$ cat src/rtl/perm_comb_engine.sv
`default_nettype none
// ============================================================================
// Module   : perm_comb_engine
// Brief    : Sequential nPr / nCr engine with a multiplier and a restoring divider.
// Revision : 1.0
// ============================================================================
module perm_comb_engine #(
    parameter int NW = 4,
    parameter int AW = 16
) (
    input  logic          clk,
    input  logic          rst,
    input  logic          start,
    input  logic          mode,
    input  logic [NW-1:0] din,
    output logic          busy,
    output logic          done,
    output logic [AW-1:0] answer,
    output logic          err,
    output logic          overflow
);

    localparam int PW = AW + NW;
    localparam int D  = AW + NW;
    localparam int CW = $clog2(D + 1);

    localparam logic [NW-1:0] C_ONE_NW   = NW'(1);
    localparam logic [CW-1:0] C_ONE_CNT  = CW'(1);
    localparam logic [CW-1:0] C_CNT_LAST = CW'(D - 1);
    localparam logic [AW-1:0] C_ONE_AW   = AW'(1);

    typedef enum logic [2:0] {
        S_IDLE   = 3'd0,
        S_LOAD_M = 3'd1,
        S_CHECK  = 3'd2,
        S_MUL    = 3'd3,
        S_DIV    = 3'd4,
        S_DONE   = 3'd5
    } state_t;

    state_t        r_state;
    state_t        w_next;

    logic [NW-1:0] r_n;
    logic [NW-1:0] r_m;
    logic [NW-1:0] r_k;
    logic [NW-1:0] r_kmax;
    logic          r_mode;
    logic [AW-1:0] r_acc;
    logic [PW-1:0] r_prod;
    logic [NW:0]   r_rem;
    logic [CW-1:0] r_cnt;
    logic          r_err_i;
    logic          r_ovf_i;

    logic          w_accept;
    logic [NW-1:0] w_nk;
    logic [PW-1:0] w_mul;
    logic          w_mul_ovf;
    logic [NW-1:0] w_nmm;
    logic [NW-1:0] w_kcalc;
    logic          w_m_gt_n;
    logic          w_trivial;
    logic [NW-1:0] w_k1;
    logic          w_last_step;
    logic [NW+1:0] w_trial;
    logic [NW+1:0] w_divisor;
    logic [NW+1:0] w_diff;
    logic          w_qbit;
    logic [NW:0]   w_rem_nxt;
    logic [PW-1:0] w_quot;
    logic          w_quot_ovf;
    logic          w_last_div;

    // A start coinciding with the done pulse is dropped; done is high only in IDLE.
    assign w_accept    = (r_state == S_IDLE) && start && !done;
    assign w_nk        = r_n - r_k;
    assign w_mul       = {{NW{1'b0}}, r_acc} * {{AW{1'b0}}, w_nk};
    assign w_mul_ovf   = |w_mul[PW-1:AW];
    assign w_nmm       = r_n - r_m;
    assign w_kcalc     = r_mode ? r_m : ((r_m <= w_nmm) ? r_m : w_nmm);
    assign w_m_gt_n    = (r_m > r_n);
    // K=0 covers M=0 and, for nCr, M=N; both yield 1 without any step.
    assign w_trivial   = w_m_gt_n || (w_kcalc == '0);
    assign w_k1        = r_k + C_ONE_NW;
    assign w_last_step = (w_k1 == r_kmax);

    // Restoring division: dividend shifts out the top, quotient bits shift in below.
    assign w_trial     = {r_rem, r_prod[PW-1]};
    assign w_divisor   = {2'b00, w_k1};
    assign w_qbit      = (w_trial >= w_divisor);
    assign w_diff      = w_trial - w_divisor;
    assign w_rem_nxt   = w_qbit ? w_diff[NW:0] : w_trial[NW:0];
    assign w_quot      = {r_prod[PW-2:0], w_qbit};
    assign w_quot_ovf  = |w_quot[PW-1:AW];
    assign w_last_div  = (r_cnt == C_CNT_LAST);

    assign busy        = (r_state != S_IDLE);

    always_ff @(posedge clk or posedge rst) begin
        if (rst) begin
            r_state <= S_IDLE;
        end else begin
            r_state <= w_next;
        end
    end

    always_comb begin
        w_next = r_state;
        case (r_state)
            S_IDLE:   if (w_accept) w_next = S_LOAD_M;
            S_LOAD_M: w_next = S_CHECK;
            S_CHECK:  w_next = w_trivial ? S_DONE : S_MUL;
            S_MUL: begin
                if (!r_mode)          w_next = S_DIV;
                else if (w_last_step) w_next = S_DONE;
                else                  w_next = S_MUL;
            end
            S_DIV:    if (w_last_div) w_next = w_last_step ? S_DONE : S_MUL;
            S_DONE:   w_next = S_IDLE;
            default:  w_next = S_IDLE;
        endcase
    end

    always_ff @(posedge clk or posedge rst) begin
        if (rst) begin
            r_n      <= '0;
            r_m      <= '0;
            r_k      <= '0;
            r_kmax   <= '0;
            r_mode   <= 1'b0;
            r_acc    <= '0;
            r_prod   <= '0;
            r_rem    <= '0;
            r_cnt    <= '0;
            r_err_i  <= 1'b0;
            r_ovf_i  <= 1'b0;
            done     <= 1'b0;
            answer   <= '0;
            err      <= 1'b0;
            overflow <= 1'b0;
        end else begin
            done <= 1'b0;
            case (r_state)
                S_IDLE: begin
                    if (w_accept) begin
                        r_n      <= din;
                        r_mode   <= mode;
                        r_err_i  <= 1'b0;
                        r_ovf_i  <= 1'b0;
                        err      <= 1'b0;
                        overflow <= 1'b0;
                    end
                end
                S_LOAD_M: r_m <= din;
                S_CHECK: begin
                    r_k     <= '0;
                    r_kmax  <= w_kcalc;
                    r_acc   <= w_m_gt_n ? '0 : C_ONE_AW;
                    r_err_i <= w_m_gt_n;
                end
                S_MUL: begin
                    if (r_mode) begin
                        r_acc <= w_mul_ovf ? '1 : w_mul[AW-1:0];
                        if (w_mul_ovf) r_ovf_i <= 1'b1;
                        r_k   <= w_k1;
                    end else begin
                        r_prod <= w_mul;
                        r_rem  <= '0;
                        r_cnt  <= '0;
                    end
                end
                S_DIV: begin
                    r_prod <= w_quot;
                    r_rem  <= w_rem_nxt;
                    r_cnt  <= r_cnt + C_ONE_CNT;
                    if (w_last_div) begin
                        r_acc <= w_quot_ovf ? '1 : w_quot[AW-1:0];
                        if (w_quot_ovf) r_ovf_i <= 1'b1;
                        r_k   <= w_k1;
                    end
                end
                S_DONE: begin
                    done     <= 1'b1;
                    answer   <= r_acc;
                    err      <= r_err_i;
                    overflow <= r_ovf_i;
                end
                default: ;
            endcase
        end
    end

endmodule
`default_nettype wire

$ cat config.mk
export PLATFORM = sky130hd
export DESIGN_NAME = perm_comb_engine
export DESIGN_NICKNAME = d
export VERILOG_FILES = /design/src/rtl/perm_comb_engine.sv
export SDC_FILE = /design/constraint.sdc
export NUM_CORES = 1
export LEC_CHECK = 0
export BUFFER_PORTS_ARGS = -buffer_cell sky130_fd_sc_hd__buf_2
export CORE_MARGIN = 4
export CORE_UTILIZATION = 50
export CTS_CLUSTER_SIZE = 10
export DETAILED_ROUTE_END_ITERATION = 8
export GPL_TIMING_DRIVEN = 0
export PLACE_DENSITY_LB_ADDON = 0.15
export SLEW_MARGIN = 40
export SYNTH_ARGS = -nofsm -noshare
export SYNTH_HDL_FRONTEND = slang
export SYNTH_SLANG_ARGS = --single-unit
$ cat constraint.sdc
create_clock -name clk -period 12.1 [get_ports clk]
set_input_delay 2.42 -clock clk [delete_from_list [all_inputs] [get_ports clk]]
set_output_delay 2.42 -clock clk [all_outputs]
set_load 0.02 [all_outputs]
# Yosys cells after proc, flatten, opt, wreduce, memory -nomap -nowiden
# Index checks and enable logic that the tools add are counted.
classes:
  n_addsub: 5
  mul: 1
  magnitude_cmp: 3
  n_eq_ne: 13
  muxes: 33
  n_reduce_logical: 21
ops:
  columns: ["op", "n"]
  rows:
  - ["$mux W16", 4]
  - ["$pmux W16 S3", 1]
  - ["$pmux W20 S2", 1]
  - ["$mul A16 B4 Y20", 1]
  - ["$mux W20", 1]
  - ["$pmux W5 S2", 2]
  - ["$mux W4", 4]
  - ["$mux W3", 5]
  - ["$pmux W3 S5", 1]
  - ["$ne A2 B2 Y1 const B", 6]
  - ["$pmux W4 S3", 1]
  - ["$mux W5", 2]
  - ["$reduce_and A2 Y1", 5]
  - ["$reduce_bool A3 Y1", 3]
  - ["$reduce_or A4 Y1", 2]
  - ["$sub A4 B4 Y4", 2]
  - ["$mux W1", 7]
  - ["$eq A3 B2 Y1 const B", 2]
  - ["$eq A3 B3 Y1 const B", 2]
  - ["$ge A6 B4 Y1", 1]
  - ["$pmux W1 S2", 3]
  - ["$reduce_and A6 Y1", 1]
  - ["$reduce_bool A2 Y1", 3]
  - ["$add A5 B1 Y5 const B", 1]
  - ["other kinds (14)", 15]
totals:
  reg_bits: 87
  in_bits: 8
  out_inout_bits: 20
  elab_cells: 92

# Depth between registers and ports, before layout
depth:
  ltp_word: 8
  ltp_mapped: 24
  ltp_nobuf: 20

# Worst setup path before layout
# Ideal clock, no wire load.
synth_timing:
  path_type: "reg-to-reg"
  from: "register r_n[1]"
  to: "register r_acc[10]"
  setup_time_ns: 0.138
  arrival_ns: 4.827
  required_ns: 11.962
  path_slack_ns: 7.134
  path_stages_with_launch: 21
  n_path_buf: 3
  period_less_slack_ns: 4.966
  cell_sequence: "dfrtp_1 ha_1 a21o_1 a21oi_1 xnor2_1 clkbuf_1 nor2b_1 fa_1 inv_1 fa_1 inv_1 ha_1 and3_1 a221oi_2 o21ai_2 a311oi_2 xor2_1 and4_1 buf_6 buf_12 a41oi_2"
synth_between:
  elab_chain_len: 6
synth_lines:
  columns: ["item", "line", "source"]
  rows:
  - ["from (decl)", "44", "logic [NW-1:0] r_n;"]
  - ["from (signal assigned)", "147", "r_n <= din;"]
  - ["$sub A4 B4 Y4 *", "77", "assign w_nk = r_n - r_k;"]
  - ["$mul A16 B4 Y20 *", "78", "assign w_mul = {{NW{1'b0}}, r_acc} * {{AW{1'b0}}, w_nk};"]
  - ["$reduce_or A4 Y1", "79", "assign w_mul_ovf = |w_mul[PW-1:AW];"]
  - ["$mux W16 *", "164", "r_acc <= w_mul_ovf ? '1 : w_mul[AW-1:0];"]
  - ["$mux W16 *", "163", "if (r_mode) begin"]
  - ["$pmux W16 S3 *", "144", "case (r_state)"]
  - ["to (signal assigned)", "159", "r_acc <= w_m_gt_n ? '0 : C_ONE_AW;"]
  - ["to (signal assigned)", "164", null]
  - ["to (signal assigned)", "178", "r_acc <= w_quot_ovf ? '1 : w_quot[AW-1:0];"]
  - ["to (decl)", "49", "logic [AW-1:0] r_acc;"]
# Mark *: on every way between the ends. The rest lies on a longest branch, timed or not. The select of a mux whose other input is x is not followed.
# A chain may end at the register's enable or synchronous reset.

# Worst setup path after layout
layout_timing:
  from: "register r_n[1]"
  to: "register r_acc[2]"
# The elaborated chain is that of the path after synthesis.

==> metrics.txt <==
footprint of the multi-input gates=3930 sq um; max-capacitance violation count=0; P_leak=3.57 nW; global-route wire length before repair=27.3 mm; final setup TNS=0 ns; count of distinct cell types in the synthesized netlist=62; core region area=12700 sq um; CTS tree=built; I/O Pins=28; Vert. Die Dim=122 um; fillcell total=1182; post-route insts no fill=935; effective utilization at floorplan=51.1%; number of detailed-route iterations in the first pass=5; Arrival @ worst endpoint=6.21 ns; required time reported for the critical path endpoint=12.32 ns; count of flip-flops with a built-in enable after synthesis=0; biggest area contributors in the synthesized netlist=dfrtp_1 (34%), fa_1 (9.6%), ha_1 (7.9%); FFs w/ async S/R, synth=100%; weighted congestion reported at the end of routability-driven placement=0.857; Min Clock Period, post-route=5.99 ns; Synth Register Bits=87; critical path fanouts, max=10; Seq/Total Area, Yosys=33.6%; Routed Antenna Nets=0; max_slew headroom=46.9%; total length of routed wires=16.1 mm; outcome=finished clean; Worst Max-Slew Pin Slew=0.791 ns; clock tree root buffer cell=clkbuf_16; maximum number of pins on one net before global-route repair=61; cells resized by post-CTS repair=0; type of the most critical hold path=reg -> reg; horizontal die dimension=122 um; mean cell area of the mapped netlist=9.01 sq um; share of final-layout standard cells stronger than drive strength 1=9.44%; leftover overflow at the end of global routing=0; total clock buffers created by CTS=9; cell accounting for the most synthesized area=dfrtp_1; Worst-path clk slew=0.07 ns; Post-CTS Setup Repair Bufs=0; die footprint=14800 sq um; Num Clock Sinks=87; total track usage=23.3%; vias in the first global route=5416; crit end category=register; period utilization=49.5%; Cell Area, Synth=6470 sq um; total number of H-tree levels=3; instance count after placement with tap cells included=919; hold violation count in the final report=0; Final nets=838; antenna fix cells=0; Remaining DRCs=0; critical path type=reg -> reg; layout overhead on the synthesized area=10.8%; count of warnings emitted by yosys=0; Finish-stage setup viols=0; net count of the mapped netlist=799; Clk Latency, worst-skew pair=0.36 ns; half-perimeter wire length after placement=12.4 mm; average routed wire per standard cell=17.2 um; DRC marker count from the first detailed-route iteration=399; Fin Clk Skew=0.0116 ns; vias after detailed routing=5359; fraction of post-synthesis cell area in the top cell type by area=33.6%; Synth Instances=719; count of standard-cell rows=41; maximum clock frequency=0.167 GHz; IR drop worst, VDD=0.0653 mV; Critical Path Source Type=register; top flip-flop cell by instance count after synthesis=dfrtp_1; Pwr per Cell Area=82.8 nW/um^2; vias per inst=5.73; number of buffers on the longest clock path=2; number of buffers inserted by port buffering=27; RSZ-0062 raised after global routing=no; number of antenna violations at the first check in global routing=0; FF+latch area=2180 sq um; CTS hold repair buffers=0; max-slew violation count=0
==> cell usage in the layout, fill, tap and decap left out, types with 3 or more instances in the layout <==
cell	netlist	layout
fa_1	31	31
nand2_1	109	109
a221o_1	4	4
xor2_1	14	14
a41oi_1	5	5
a211o_1	3	3
o22ai_1	9	9
nand2b_1	18	18
a21o_1	9	9
o21ai_0	53	53
o211ai_1	9	9
dfrtp_1	87	87
o21a_1	3	3
xnor2_1	15	15
ha_1	41	41
a41oi_2	4	4
clkbuf_8	0	3
and2_1	33	33
clkbuf_16	0	9
mux2i_1	4	4
mux2_2	6	6
clkbuf_1	20	20
a31oi_1	7	7
buf_2	3	30
a21oi_1	24	24
a221oi_1	3	3
nand3_1	25	25
nand4_1	4	4
a22oi_1	7	7
nor2b_1	27	27
nor3_1	9	9
inv_1	62	61
nor2_1	24	24
o2bb2ai_1	3	3
and3_1	10	10
==> worst max-delay path, cell delays in order (launching register included) <==
cell,delay [ns]
dfrtp_1,0.48
ha_1,0.32
a21o_1,0.11
a21oi_1,0.07
xnor2_1,0.65
clkbuf_1,0.47
nor2b_1,0.14
fa_1,0.56
inv_1,0.06
fa_1,0.54
inv_1,0.05
ha_1,0.36
and3_1,0.22
a221oi_2,0.41
o21ai_2,0.17
a311oi_2,0.31
xor2_1,0.31
and4_1,0.25
buf_6,0.15
buf_12,0.14
a31oi_1,0.09
==> per-stage QoR <==
step	power (mW)	hold WS, ns	cell area, sq um	setup slack, ns	utilization, %
6_report	0.594	0.468	7180	6.11	56.6
2_1_floorplan	0.301	0.450	6470	7.13	-
3_5_place_dp	0.305	0.458	6860	6.17	54.1
4_1_cts	0.602	0.472	7180	6.15	56.6
3_3_place_gp	0.304	0.452	6830	6.31	53.9
5_1_grt	0.613	0.495	7180	5.85	56.6
==> synth_stat cells, drive strengths merged, types with 6 or more instances <==
cell type  instances
and3              10
and2              33
o22ai             10
a41oi              9
nor3               9
nand2            109
a22oi              7
nand2b            18
nor2              25
o211ai             9
nor2b             27
o21ai             55
a21oi             24
mux2               6
buf                7
dfrtp             87
clkbuf            20
ha                41
fa                31
a31oi              7
nand3             25
xor2              14
inv               62
xnor2             15
a21o               9
==> path summary, 6_finish.rpt <==
| check | end | slack [ns] | start | cells past startpoint |
|---|---|---|---|---|
| hold / removal | answer[2] | 0.47 | answer[2] | 2 |
| max in group asynchronous | r_prod[16] | 9.49 | rst | 3 |
| setup / recovery | r_acc[2] | 6.11 | r_n[1] | 20 |
| min in group asynchronous | overflow | 2.02 | rst | 2 |
| hold reg to reg | answer[2] | 0.47 | answer[2] | 2 |
| setup reg to reg | r_acc[2] | 6.11 | r_n[1] | 20 |
==> kinds of logic after synthesis <==
group / synth area share [%]
AND/OR/NAND/NOR: 20.9
AO/OA/AOI/OAI: 16.7
multiplexers: 1.66
XOR/XNOR: 3.92
flip-flops: 33.6
buffers and inverters: 5.64
adder cells (fa/ha/maj): 17.5
==> where the power goes <==
group / total, mW / switching, mW / internal (mW)
combinational: 0.00851 / 0.00652 / 0.00199
sequential: 0.291 / 0 / 0.291
clock: 0.295 / 0.118 / 0.177
==> cell type report <==
| cell class | instances | share of cell area [%] |
|---|---|---|
| inverters | 63 | 3.36 |
| multi-input cells | 542 | 54.8 |
| well taps | 172 | 3.00 |
| plain buffers | 27 | 1.80 |
| clock buffers | 12 | 3.71 |
| clock inverters | 4 | 0.732 |
| flip-flops and latches | 87 | 30.3 |
| repair buffers | 28 | 2.27 |
==> per-layer routing <==
layer | vias to the layer above | track usage [%] | part of all wire (%) | wire length (um)
li1 | 2538 | - | - | -
met1 | 2608 | 32.8 | 46 | 7460
met2 | 186 | 35.9 | 45 | 7190
met3 | 27 | 4.87 | 6.6 | 1070
met4 | 0 | 8.12 | 2.5 | 408
met5 | - | 0 | 0 | 0
==> state kept, by name, indices dropped and copies added (netlist names) <==
name,flops
r_prod,20
answer,16
r_acc,16
r_cnt,5
r_rem,5
r_k,4
r_kmax,4
r_m,4
r_n,4
r_state,3
done,1
err,1
overflow,1
r_err_i,1
r_mode,1
r_ovf_i,1
Note: power is estimated with default switching activity, not from simulation.
